<file path="src/rtl/ir_pkg.sv">
// rtl/ir_pkg.sv - shared event encoding and key-tracking state for the IR key controller
//
// Contents:
//   EVT_W          width of one key event ({type[1:0], code[15:0]})
//   EVT_PRESS/REPEAT/RELEASE  event type codes in bits [17:16]
//   key_state_t    key-tracking state machine encoding
//   mk_evt()       packs a type and a code into one event word
package ir_pkg;

  localparam int EVT_W = 18;

  localparam logic [1:0] EVT_PRESS   = 2'b01;
  localparam logic [1:0] EVT_REPEAT  = 2'b10;
  localparam logic [1:0] EVT_RELEASE = 2'b11;

  typedef enum logic [1:0] {
    ST_IDLE    = 2'd0,
    ST_PRESSED = 2'd1,
    ST_HELD    = 2'd2
  } key_state_t;

  function automatic logic [EVT_W-1:0] mk_evt(input logic [1:0] kind, input logic [15:0] code);
    return {kind, code};
  endfunction

endpackage

</file>
<file path="src/rtl/ir_evt_fifo.sv">
// rtl/ir_evt_fifo.sv - small synchronous FIFO with flush and sticky overflow flag
//
// Ports:
//   clk, reset_n   clock, asynchronous active-low reset
//   flush          clears both pointers; the overflow flag is kept
//   wr, wdata      write request and data
//   rd             pop request (ignored when empty)
//   ovf_clr        clears the sticky overflow flag
//   rdata          head entry, combinational; 0 while empty
//   empty          no entries stored
//   ovf            sticky: a write was discarded because the FIFO was full
module ir_evt_fifo #(
  parameter int WIDTH   = 18,
  parameter int FIFO_AW = 2
) (
  input  logic             clk,
  input  logic             reset_n,
  input  logic             flush,
  input  logic             wr,
  input  logic [WIDTH-1:0] wdata,
  input  logic             rd,
  input  logic             ovf_clr,
  output logic [WIDTH-1:0] rdata,
  output logic             empty,
  output logic             ovf
);

  localparam int DEPTH = 1 << FIFO_AW;

  logic [WIDTH-1:0] mem [DEPTH];
  logic [FIFO_AW:0] wr_ptr;
  logic [FIFO_AW:0] rd_ptr;
  logic             full;
  logic             pop;
  logic             push;
  logic             drop;

  // Extra pointer MSB distinguishes full from empty when the index bits match.
  assign empty = (wr_ptr == rd_ptr);
  assign full  = (wr_ptr[FIFO_AW] != rd_ptr[FIFO_AW]) &&
                 (wr_ptr[FIFO_AW-1:0] == rd_ptr[FIFO_AW-1:0]);

  assign pop  = rd & ~empty;
  // A pop in the same cycle frees the slot, so a write into a full FIFO still lands.
  assign push = wr & (~full | pop);
  assign drop = wr & full & ~pop;

  assign rdata = empty ? '0 : mem[rd_ptr[FIFO_AW-1:0]];

  always_ff @(posedge clk) begin
    if (push && !flush) begin
      mem[wr_ptr[FIFO_AW-1:0]] <= wdata;
    end
  end

  always_ff @(posedge clk or negedge reset_n) begin
    if (!reset_n) begin
      wr_ptr <= '0;
      rd_ptr <= '0;
      ovf    <= 1'b0;
    end else begin
      if (flush) begin
        wr_ptr <= '0;
        rd_ptr <= '0;
      end else begin
        if (push) wr_ptr <= wr_ptr + 1'b1;
        if (pop)  rd_ptr <= rd_ptr + 1'b1;
      end
      // A new drop wins over a clear in the same cycle.
      if (drop && !flush) ovf <= 1'b1;
      else if (ovf_clr)   ovf <= 1'b0;
    end
  end

endmodule

</file>
<file path="src/rtl/ir_key_ctrl.sv">
// rtl/ir_key_ctrl.sv - turns ir_rcv code/ack/count into buffered PRESS/REPEAT/RELEASE events
//
// Ports:
//   clk27, reset_n  27 MHz clock, asynchronous active-low reset
//   en              block enable; 0 flushes the event FIFO and holds tracking idle
//   ir_code         current receiver code, 0 = no key
//   ir_code_ack     1-cycle strobe for a new valid frame
//   ir_code_cnt     receiver frame/repeat counter
//   evt_valid       event FIFO not empty
//   evt_data        head event {type[1:0], code[15:0]}
//   evt_rd          pop strobe
//   evt_ovf         sticky: an event was dropped on a full FIFO
//   ovf_clr         clears evt_ovf
module ir_key_ctrl
  import ir_pkg::*;
#(
  parameter int REPEAT_DELAY = 8,
  parameter int REPEAT_RATE  = 2,
  parameter int FIFO_AW      = 2
) (
  input  logic             clk27,
  input  logic             reset_n,
  input  logic             en,
  input  logic [15:0]      ir_code,
  input  logic             ir_code_ack,
  input  logic [7:0]       ir_code_cnt,
  output logic             evt_valid,
  output logic [EVT_W-1:0] evt_data,
  input  logic             evt_rd,
  output logic             evt_ovf,
  input  logic             ovf_clr
);

  localparam logic [7:0] DELAY8 = 8'(REPEAT_DELAY);
  localparam logic [7:0] RATE8  = 8'(REPEAT_RATE);

  key_state_t       state;
  logic [15:0]      cur_code;
  logic [7:0]       prev_cnt;
  logic [7:0]       rep_base;
  logic             pend_press;
  logic             push_vld;
  logic [EVT_W-1:0] push_evt;

  logic             cnt_step;
  logic [7:0]       cnt_diff;
  logic             fifo_empty;

  // A count of 0 is the receiver's "no frame yet" value and never counts as a step.
  assign cnt_step = (ir_code_cnt != prev_cnt) && (ir_code_cnt != 8'd0);
  // 8-bit modular difference makes the 255 -> 0 -> 1 wrap transparent.
  assign cnt_diff = ir_code_cnt - rep_base;

  // Decisions are registered into push_vld/push_evt and written one edge later.
  always_ff @(posedge clk27 or negedge reset_n) begin
    if (!reset_n) begin
      state      <= ST_IDLE;
      cur_code   <= '0;
      prev_cnt   <= '0;
      rep_base   <= '0;
      pend_press <= 1'b0;
      push_vld   <= 1'b0;
      push_evt   <= '0;
    end else begin
      prev_cnt <= ir_code_cnt;
      push_vld <= 1'b0;
      if (!en) begin
        state      <= ST_IDLE;
        pend_press <= 1'b0;
      end else begin
        case (state)
          ST_IDLE: begin
            if (ir_code_ack && ir_code != 16'd0) begin
              push_vld <= 1'b1;
              push_evt <= mk_evt(EVT_PRESS, ir_code);
              cur_code <= ir_code;
              state    <= ST_PRESSED;
            end
          end
          ST_PRESSED, ST_HELD: begin
            if (pend_press) begin
              // Second half of a key change: the RELEASE went out last cycle.
              push_vld   <= 1'b1;
              push_evt   <= mk_evt(EVT_PRESS, cur_code);
              pend_press <= 1'b0;
              state      <= ST_PRESSED;
            end else if (ir_code == 16'd0) begin
              push_vld <= 1'b1;
              push_evt <= mk_evt(EVT_RELEASE, cur_code);
              state    <= ST_IDLE;
            end else if (ir_code_ack && ir_code != cur_code) begin
              push_vld   <= 1'b1;
              push_evt   <= mk_evt(EVT_RELEASE, cur_code);
              pend_press <= 1'b1;
              cur_code   <= ir_code;
            end else if (ir_code_ack) begin
              // Same key re-acked inside the release window: no event.
            end else if (cnt_step) begin
              if (state == ST_PRESSED && ir_code_cnt == DELAY8) begin
                push_vld <= 1'b1;
                push_evt <= mk_evt(EVT_REPEAT, cur_code);
                rep_base <= ir_code_cnt;
                state    <= ST_HELD;
              end else if (state == ST_HELD && cnt_diff == RATE8) begin
                push_vld <= 1'b1;
                push_evt <= mk_evt(EVT_REPEAT, cur_code);
                rep_base <= ir_code_cnt;
              end
            end
          end
          default: state <= ST_IDLE;
        endcase
      end
    end
  end

  ir_evt_fifo #(
    .WIDTH   (EVT_W),
    .FIFO_AW (FIFO_AW)
  ) u_fifo (
    .clk     (clk27),
    .reset_n (reset_n),
    .flush   (~en),
    .wr      (push_vld & en),
    .wdata   (push_evt),
    .rd      (evt_rd),
    .ovf_clr (ovf_clr),
    .rdata   (evt_data),
    .empty   (fifo_empty),
    .ovf     (evt_ovf)
  );

  assign evt_valid = ~fifo_empty;

endmodule

</file>
<file path="config.mk">
export PLATFORM = sky130hd
export DESIGN_NAME = ir_key_ctrl
export DESIGN_NICKNAME = d
export VERILOG_FILES = /design/src/rtl/ir_pkg.sv /design/src/rtl/ir_evt_fifo.sv /design/src/rtl/ir_key_ctrl.sv
export SDC_FILE = /design/constraint.sdc
export NUM_CORES = 1
export LEC_CHECK = 0
export ABC_AREA = 1
export BUFFER_PORTS_ARGS = -buffer_cell sky130_fd_sc_hd__clkbuf_2
export CAP_MARGIN = 20
export CORE_ASPECT_RATIO = 0.7
export CORE_MARGIN = 8
export CORE_UTILIZATION = 65
export DETAILED_ROUTE_END_ITERATION = 6
export MAX_ROUTING_LAYER = met4
export PLACE_DENSITY = 0.85
export SLEW_MARGIN = 20
export SYNTH_ARGS = -nofsm -noshare
export SYNTH_HDL_FRONTEND = slang
export SYNTH_SLANG_ARGS = --single-unit
</file>
<file path="constraint.sdc">
create_clock -name clk27 -period 3.5 [get_ports clk27]
set_input_delay 0.175 -clock clk27 [delete_from_list [all_inputs] [get_ports clk27]]
set_output_delay 0.175 -clock clk27 [all_outputs]
set_load 0.005 [all_outputs]
</file>
==> summary.md, run 1 <==
| Metric | Value |
|---|---|
| RR Startpoint | `state[0]$_DFFE_PN0P_` |
| Number of cell rows | `30` |
| Initial antenna violation count | `1` |
| Critical Path Sink | `cur_code[3]$_DFFE_PN0P_` |
| Worst Tran Pin Value | `874 ps` |
| Hold Vio Cnt, Final | `0` |
| Clock slew at reported path FFs | `roughly 60 ps` |
| CTS tree | `done` |
| Dpl hpwl | `slightly above 10000 microns` |
| F_max | `397 MHz` |
| Warnings from Yosys | `0` |
| Detailed Routing Iterations Pass 1 | `6` |
| Clock Latency Late Sink | `420 ps` |
| Gpl congestion | `just over 0.9` |
| Yosys cell types | `33` |
| Routed vias/inst | `between 5 and 6` |
| Initial Util | `0.670` |
| Share of cells above drive strength 1 | `0.143` |
| Skew final | `about 6.2 ps` |
| Nets | `815` |
| Post-route ant nets | `0` |
| Critical Path End Type | `flip-flop` |
| GRT Util Overall | `0.245` |
| Clk sink count | `133` |
| Reg2Reg Depth | `9` |
| Tmin final | `between 2000 and 3000 ps` |
| Fin. max-slew vios | `0` |
| Setup Crit Path Kind | `flip-flop to flip-flop` |
| Hold Path Class | `input port to flip-flop` |
| Hold Path Stages | `3` |
| Final period util | `0.719` |
| Via count | `between 5000 and 6000` |
| Synthesized area | `~6500 sq um` |
| Layout Utilization | `0.776` |
| Syn nets | `between 700 and 800` |
| Status | `completed` |
| Seq/Total Area, Yosys | `0.566` |
| Root buffer cell | `clkbuf_16` |
| Unrepaired setup endpoints after global routing | `no` |
| Avg WL per Cell | `roughly 17 microns` |
| Area grow syn2layout | `15.9%` |
| Max clock buf depth | `2` |
| Fill count | `between 500 and 600` |
| #FFs+latches synth | `133` |
| Ports | `50` |
| PortBufs | `49` |
| H-tree depth | `4` |
| Worst endpoint required time | `3820 ps` |
| First-pass GRT wire length | `~25000 microns` |
| Worst hold slack | `43.3 ps` |
| Max VDD drop | `around 0.47 mV` |
| Overall routed net length | `15600 microns` |
| Grt ovf | `0` |
| Relative slew margins | `0.416` |
| CP startpoint kind | `flip-flop` |
| Avg Synthesized Cell Area | `about 9 sq um` |
| Postcts setup bufs | `0` |
| Crit Path Max Fanout | `38` |
| DRC | `0` |
| Post-Synthesis Cells | `707` |
| P_leak | `3.44 nW` |
| Die area | `approximately 14000 sq um` |
| Cell Pwr Density | `~810 nW/um^2` |
| Chip width | `136 microns` |
| Reg2Reg Setup Slack | `980 ps` |
| CP Data Arrival Time | `around 2800 ps` |
| Pin count of the biggest net entering global routing | `39` |
| Final TNS setup | `0 ps` |
| Die Y | `approximately 100 microns` |
| MaxCap Viol Count | `0` |
| CORE AREA | `just under 10000 sq um` |
| TritonCTS Buffers | `17` |
| Worst Setup SP | `state[0]$_DFFE_PN0P_` |
| DRT iter0 DRCs | `~720` |
| Reg2reg end | `cur_code[3]$_DFFE_PN0P_` |
| Vias in the first global route | `between 5000 and 6000` |
| Final setup viols | `0` |
==> logic make-up after synthesis <==
logic type      Yosys count  share of synthesized area
xor+xnor                 23                     0.0309
buf+inv                 118                     0.0741
flops                   133                      0.566
compound gates          124                      0.108
fa+ha+maj                16                     0.0307
simple gates            293                      0.190
==> worst min-delay path by stage <==
stage | startpoint | to | slack [ps]
after global placement | reset_n | prev_cnt[6]$_DFF_PN0_ | 210
after floorplan | reset_n | cur_code[0]$_DFFE_PN0P_ | -120
after global routing | ir_code[6] | cur_code[6]$_DFFE_PN0P_ | 50
after CTS | ir_code[15] | cur_code[15]$_DFFE_PN0P_ | 30
after detailed placement | reset_n | prev_cnt[5]$_DFF_PN0_ | 220
final | ir_code[6] | cur_code[6]$_DFFE_PN0P_ | 40
==> cell usage after synthesis, drive strengths merged <==
library cell | count | area share
a21oi | 14 | 0.013
nor4 | 1 | 0.00096
nand4 | 12 | 0.014
clkbuf | 14 | 0.0081
xor2 | 4 | 0.0054
ha | 16 | 0.031
edfxtp | 72 | 0.33
nor2 | 68 | 0.041
xnor2 | 19 | 0.026
inv | 90 | 0.052
o21ai | 88 | 0.072
o31ai | 1 | 0.0012
nand2 | 170 | 0.10
buf | 13 | 0.014
nand3 | 37 | 0.028
nor3 | 3 | 0.0023
or2 | 2 | 0.0019
clkinv | 1 | 0.00058
a211oi | 1 | 0.0012
o21bai | 1 | 0.0017
dfrtp | 61 | 0.23
o22ai | 19 | 0.018
==> worst max-delay path, stage by stage (launching register included) <==
cell and delay [ps]:
dfrtp_1 400, inv_1 90, ha_1 280, buf_4 300
nor2_1 90, nor2_1 80, o21ai_1 120, a21oi_1 140
nand2_1 520, o21ai_0 390
==> layout make-up <==
type                       instances  area (sq um)  share of cell area
inverter                          91           342              0.0453
clock buffer                      18           429              0.0569
sequential                       133          3690               0.489
clock inverter                    14           136              0.0181
multi-input combinational        456          2340               0.310
antenna                            1          2.50            0.000332
tap                              128           160              0.0212
timing repair buffer              70           448              0.0593
==> layer usage <==
layer	global-route usage	vias to the layer above	wire length (microns)
met5	-	-	0
met4	0.0740	0	252
met3	0.0589	22	1220
met2	0.361	269	7320
met1	0.329	2536	6810
li1	-	2453	-
==> state kept, by name, summed over array words and instances (netlist names) <==
name and cells:
u_fifo.ovf 1, pend_press 1, u_fifo.mem 72, u_fifo.wr_ptr 3
push_evt 18, rep_base 8, u_fifo.rd_ptr 3, prev_cnt 8
push_vld 1, state 2, cur_code 16
==> through the flow <==
step                cell area [sq um]  total power, mW  cells  worst slack [ps]
floorplan                        6510             3.66    707              1210
global placement                 6850             4.20    867              1190
detailed placement               6850             4.34    867               997
CTS                              7520             6.08    909               938
global route                     7550             6.50    911               629
finish                           7550             6.12    911               984
==> what timing repair did <==
item / in CTS / in global routing
hold buffers: 10 / 0
resized for setup: 0 / 0
endpoints found under the hold margin: 34 / 0
==> cells in the final DEF (no fill, tap or decap), types with 2 or more instances in the layout <==
cell	count
xnor2_1	19
nand2_4	2
clkinv_1	5
buf_4	10
o21ai_2	8
clkbuf_16	17
nand3_1	37
xor2_1	4
nand2_2	3
inv_1	86
clkinv_2	2
nor2_1	66
dfrtp_1	61
o22ai_1	19
nand2_1	165
bufinv_16	2
nand4_1	11
nor3_1	3
clkinv_4	4
a21oi_2	4
nor2_4	2
dlygate4sd3_1	10
edfxtp_1	72
o21ai_0	75
inv_2	4
ha_1	16
a21oi_1	10
or2_0	2
o21ai_1	5
clkbuf_2	49
==> power breakdown <==
part	internal (mW)	switching, mW	leakage [nW]	total, mW
logic	0.734	1.35	1.74	2.08
clock network	1.04	0.659	0.274	1.70
registers	2.04	0.301	1.43	2.34
Power figures use the tool's default switching activity.
==> run 2: changes to the inputs <==
--- a/config.mk
+++ b/config.mk
@@ -5,15 +5,15 @@
 export SDC_FILE = /design/constraint.sdc
 export NUM_CORES = 1
 export LEC_CHECK = 0
-export ABC_AREA = 1
+export ABC_AREA = 0
 export BUFFER_PORTS_ARGS = -buffer_cell sky130_fd_sc_hd__clkbuf_2
 export CAP_MARGIN = 20
 export CORE_ASPECT_RATIO = 0.7
 export CORE_MARGIN = 8
-export CORE_UTILIZATION = 65
+export CORE_UTILIZATION = 54
 export DETAILED_ROUTE_END_ITERATION = 6
 export MAX_ROUTING_LAYER = met4
-export PLACE_DENSITY = 0.85
+export PLACE_DENSITY = 0.76
 export SLEW_MARGIN = 20
 export SYNTH_ARGS = -nofsm -noshare
 export SYNTH_HDL_FRONTEND = slang
==> constraint.sdc (replaced) <==
create_clock -name clk27 -period 2.2 [get_ports clk27]
set_input_delay 0.11 -clock clk27 [delete_from_list [all_inputs] [get_ports clk27]]
set_output_delay 0.11 -clock clk27 [all_outputs]
set_load 0.005 [all_outputs]
==> run 2 against run 1 <==
  * The flow now finishes with violations (setup timing)
  * Die area up 11%
  * Setup slack worse by 1600 ps
  * Sequential cell count did not move
  * Largest power group unchanged
==> summary.md, run 2 <==
| Metric | Value |
|---|---|
| Status | `complete, but fails checks` |
| Failing checks | `setup timing` |
| CP cell instances | `inv_2, ha_4, or4_4, o211a_1, nor4_2, o2111ai_2, a2111oi_4, buf_12, mux2_4` |
| Final setup viols | `27 (+27)` |
| First-pass GRT wire length | `21900 microns (-13%)` |
| Hold Path Stages | `2 (-1)` |
| Reg2Reg Setup Slack | `-600 ps (-1590 ps)` |
| Nets | `586 (-28%)` |
| Yosys cell types | `49 (+48%)` |
| Fin. max-slew vios | `0 (unchanged)` |
| Clk sink count | `133 (unchanged)` |
| CP Data Arrival Time | `3100 ps (+270 ps)` |
| Seq pwr share | `0.398 (+0.016)` |
| Via count | `3923 (-26%)` |
| Seq/Total Area, Yosys | `0.601 (+0.0347)` |
| Critical Path End Type | `flip-flop` |
| Ports | `50 (unchanged)` |
| H-tree depth | `4 (unchanged)` |
| CP max-delay cell | `or4_4` |
| Max FFs per register | `72 (unchanged)` |
| Hold Path Origin | `ir_code[9]` |
| Avg WL per Cell | `19.5 microns (+14%)` |
| Main synth FF type | `edfxtp_1` |
| Pin count of the biggest net entering global routing | `38 (-2.6%)` |
| Share of cells above drive strength 1 | `0.410 (+0.267)` |
| Final period util | `1.27 (+0.555)` |
| Total power | `9.27 mW (+51%)` |
| Final TNS setup | `-14100 ps (-14100 ps)` |
| Routed vias/inst | `5.56 (-4.1%)` |
| Hold Vio Cnt, Final | `0 (unchanged)` |
| Reg2reg end | `rep_base[1]$_DFFE_PN0P_` |
| Number of synthesized flops with an enable pin | `72 (unchanged)` |
| Vias in the first global route | `4237 (-17%)` |
| Worst hold slack | `7.43 ps (-35.9 ps)` |
| Top post-synthesis cells by count | `edfxtp_1, dfrtp_1, mux2_2` |
| Skew final | `8.83 ps (+2.60 ps)` |
| TritonCTS Buffers | `17 (unchanged)` |
| Hold EP | `cur_code[9]$_DFFE_PN0P_` |
| Async S/R FF share, synth | `0.459 (unchanged)` |
| Largest area contributor in the netlist | `edfxtp_1` |
| Post-Synthesis Cells | `412 (-42%)` |
| Initial Util | `0.555 (-0.115)` |
| #FFs+latches synth | `133 (unchanged)` |
| CTS tree | `done` |
| Max clock buf depth | `2 (unchanged)` |
| Switching Power | `2.89 mW (+25%)` |
| P_leak | `3.17 nW (-7.9%)` |
| Post-route ant nets | `0 (unchanged)` |
| Hold Path Class | `input port to flip-flop` |
| Avg Synthesized Cell Area | `14.9 sq um (+62%)` |
| Chip width | `143 microns (+5.7%)` |
| GRT Util Overall | `0.194 (-0.0501)` |
| PortBufs | `49 (unchanged)` |
| Synth top area share | `0.352 (+0.0204)` |
| Placed cell areas | `7100 sq um (+3.6%)` |
| Logic pwr share | `0.323 (-0.017)` |
| Clock power share | `0.280 (+0.002)` |
| Warnings from Yosys | `0 (unchanged)` |
| Slowest stage delay, CP | `510 ps (about the same)` |
| Total placed cells including tap cells | `657 (-24%)` |
| Worst Slack Setup Final | `-602 ps (-1590 ps)` |
| Synthesized area | `6140 sq um (-5.8%)` |
| DRT iter0 DRCs | `242 (-66%)` |
| Max VDD drop | `0.725 mV (+55%)` |
| Root buffer cell | `clkbuf_16` |
| RR Startpoint | `rep_base[4]$_DFFE_PN0P_` |
| Largest cells by area after synthesis | `edfxtp_1, dfrtp_1, mux2_2` |
| Initial antenna violation count | `0 (-1)` |
| Die area | `15100 sq um (+11%)` |
| Die Y | `105 microns (+5.5%)` |
| F_max | `357 MHz (-10%)` |
| Worst Tran Pin Value | `689 ps (-185 ps)` |
| Number of cell rows | `32 (+6.7%)` |
| Place WS | `-618 ps (-1620 ps)` |
| Net Sw Frac | `0.312 (-0.0659)` |
| N_diodes | `0 (-1)` |
| Worst endpoint required time | `2500 ps (-1320 ps)` |
| Area grow syn2layout | `28.4%` |
| CORE AREA | `11100 sq um (+14%)` |
| Clock slew at reported path FFs | `60 ps (about the same)` |
| Count leader, synth | `edfxtp_1` |
| Non-Filler Instances | `706 (-23%)` |
| Cell Pwr Density | `1180 nW/um^2 (+45%)` |
| Crit Path Max Fanout | `8 (-79%)` |
| Gpl congestion | `0.832 (-8.7%)` |
| Detailed Routing Iterations Pass 1 | `5 (-1)` |
| Layout Utilization | `0.713 (-0.0632)` |
| Reg2Reg Depth | `9 (unchanged)` |
| Grt ovf | `0 (unchanged)` |
| MaxCap Viol Count | `0 (unchanged)` |
| CP startpoint kind | `flip-flop` |
| Dpl hpwl | `9130 microns (-10%)` |
| Setup Crit Path Kind | `flip-flop to flip-flop` |
| Unrepaired setup endpoints after global routing | `yes` |
| Most common cell after layout, fill and taps aside | `edfxtp_1` |
| Syn nets | `458 (-39%)` |
| Post-route cell area | `7880 sq um (+4.4%)` |
| Tmin final | `2800 ps (+286 ps)` |
| Relative slew margins | `0.541 (+0.125)` |
| Overall routed net length | `13700 microns (-12%)` |
| Internal power | `6.38 mW (+68%)` |
| Clock Latency Late Sink | `420 ps (about the same)` |
| DRC | `0 (unchanged)` |
| Commonest non-fill, non-tap cells in the layout | `edfxtp_1, dfrtp_1, buf_4` |
-- run 2: cell count changes in the layout (fill, tap and decap cells not counted), sizes merged, moves of 16 or more --
cell	change
nand3	-35
and2	+22
inv	-68
nand2	-155
mux4	+18
buf	+46
xor2	+25
mux2	+57
o21ai	-86
o22ai	-17
xnor2	-16
nor2	-59
-- run 2: final cells by class --
cell class,instances,area (sq um)
Fill cell,712,3170
Timing Repair Buffer,122,901
Multi-Input combinational cell,250,2500
Inverter,16,60.1
Sequential cell,133,3690
Tap cell,153,191
Clock inverter,15,118
Clock buffer,17,425
-- run 2: timing repair --
action	in CTS	in global routing
hold endpoints to repair	40	0
pin swaps	4	3
setup buffers	2	1
gates cloned	1	0
resized for setup	6	5
setup endpoints to repair	28	50
hold buffers	15	0
-- run 2: worst max-delay path by stage --
stage                       startpoint                       to  slack (ps)  depth (start not counted)
2_1_floorplan  rep_base[4]$_DFFE_PN0P_  rep_base[0]$_DFFE_PN0P_        -660                          8
3_3_place_gp   rep_base[4]$_DFFE_PN0P_  rep_base[4]$_DFFE_PN0P_        -540                          9
3_5_place_dp   rep_base[4]$_DFFE_PN0P_  rep_base[7]$_DFFE_PN0P_        -620                          9
4_1_cts        rep_base[4]$_DFFE_PN0P_  rep_base[7]$_DFFE_PN0P_        -600                          9
5_1_grt        rep_base[4]$_DFFE_PN0P_  rep_base[1]$_DFFE_PN0P_        -720                          9
6_report       rep_base[4]$_DFFE_PN0P_  rep_base[1]$_DFFE_PN0P_        -600                          9
-- run 2: routing by layer --
layer | global-route usage | routed length, microns
met5 | - | 0
met4 | 0.0673 | 195
met3 | 0.0477 | 856
met2 | 0.294 | 6370
met1 | 0.252 | 6320
-- run 2: power by group through the flow --
stage | Sequential, mW | Clock (mW) | Combinational (mW)
after floorplan | 3.55 | 0 | 1.91
after CTS | 3.68 | 2.62 | 2.99
after global placement | 3.66 | 0 | 2.75
final | 3.69 | 2.59 | 2.99
after global routing | 3.75 | 2.72 | 3.23
after detailed placement | 3.72 | 0 | 2.83
-- run 2: worst max-delay path, delay by kind of cell, from the launching register on --
family	cells	cell delay (ps)
and+or+nand+nor	2	690
buffers and inverters	2	250
AOI/OAI and AO/OA	3	860
DFF	1	390
adders and majority gates	1	190
muxes	1	300
-- run 2: cell families (layout without fill, tap and decap cells) --
group	Yosys count	in the layout	share of synthesized area
multiplexers	76	76	0.172
AO/OA/AOI/OAI	40	40	0.0508
AND/OR/NAND/NOR	86	86	0.0797
adder cells (fa/ha/maj)	16	16	0.0326
flip-flops	133	133	0.601
buffers and inverters	29	170	0.0179
XOR/XNOR	32	32	0.0457
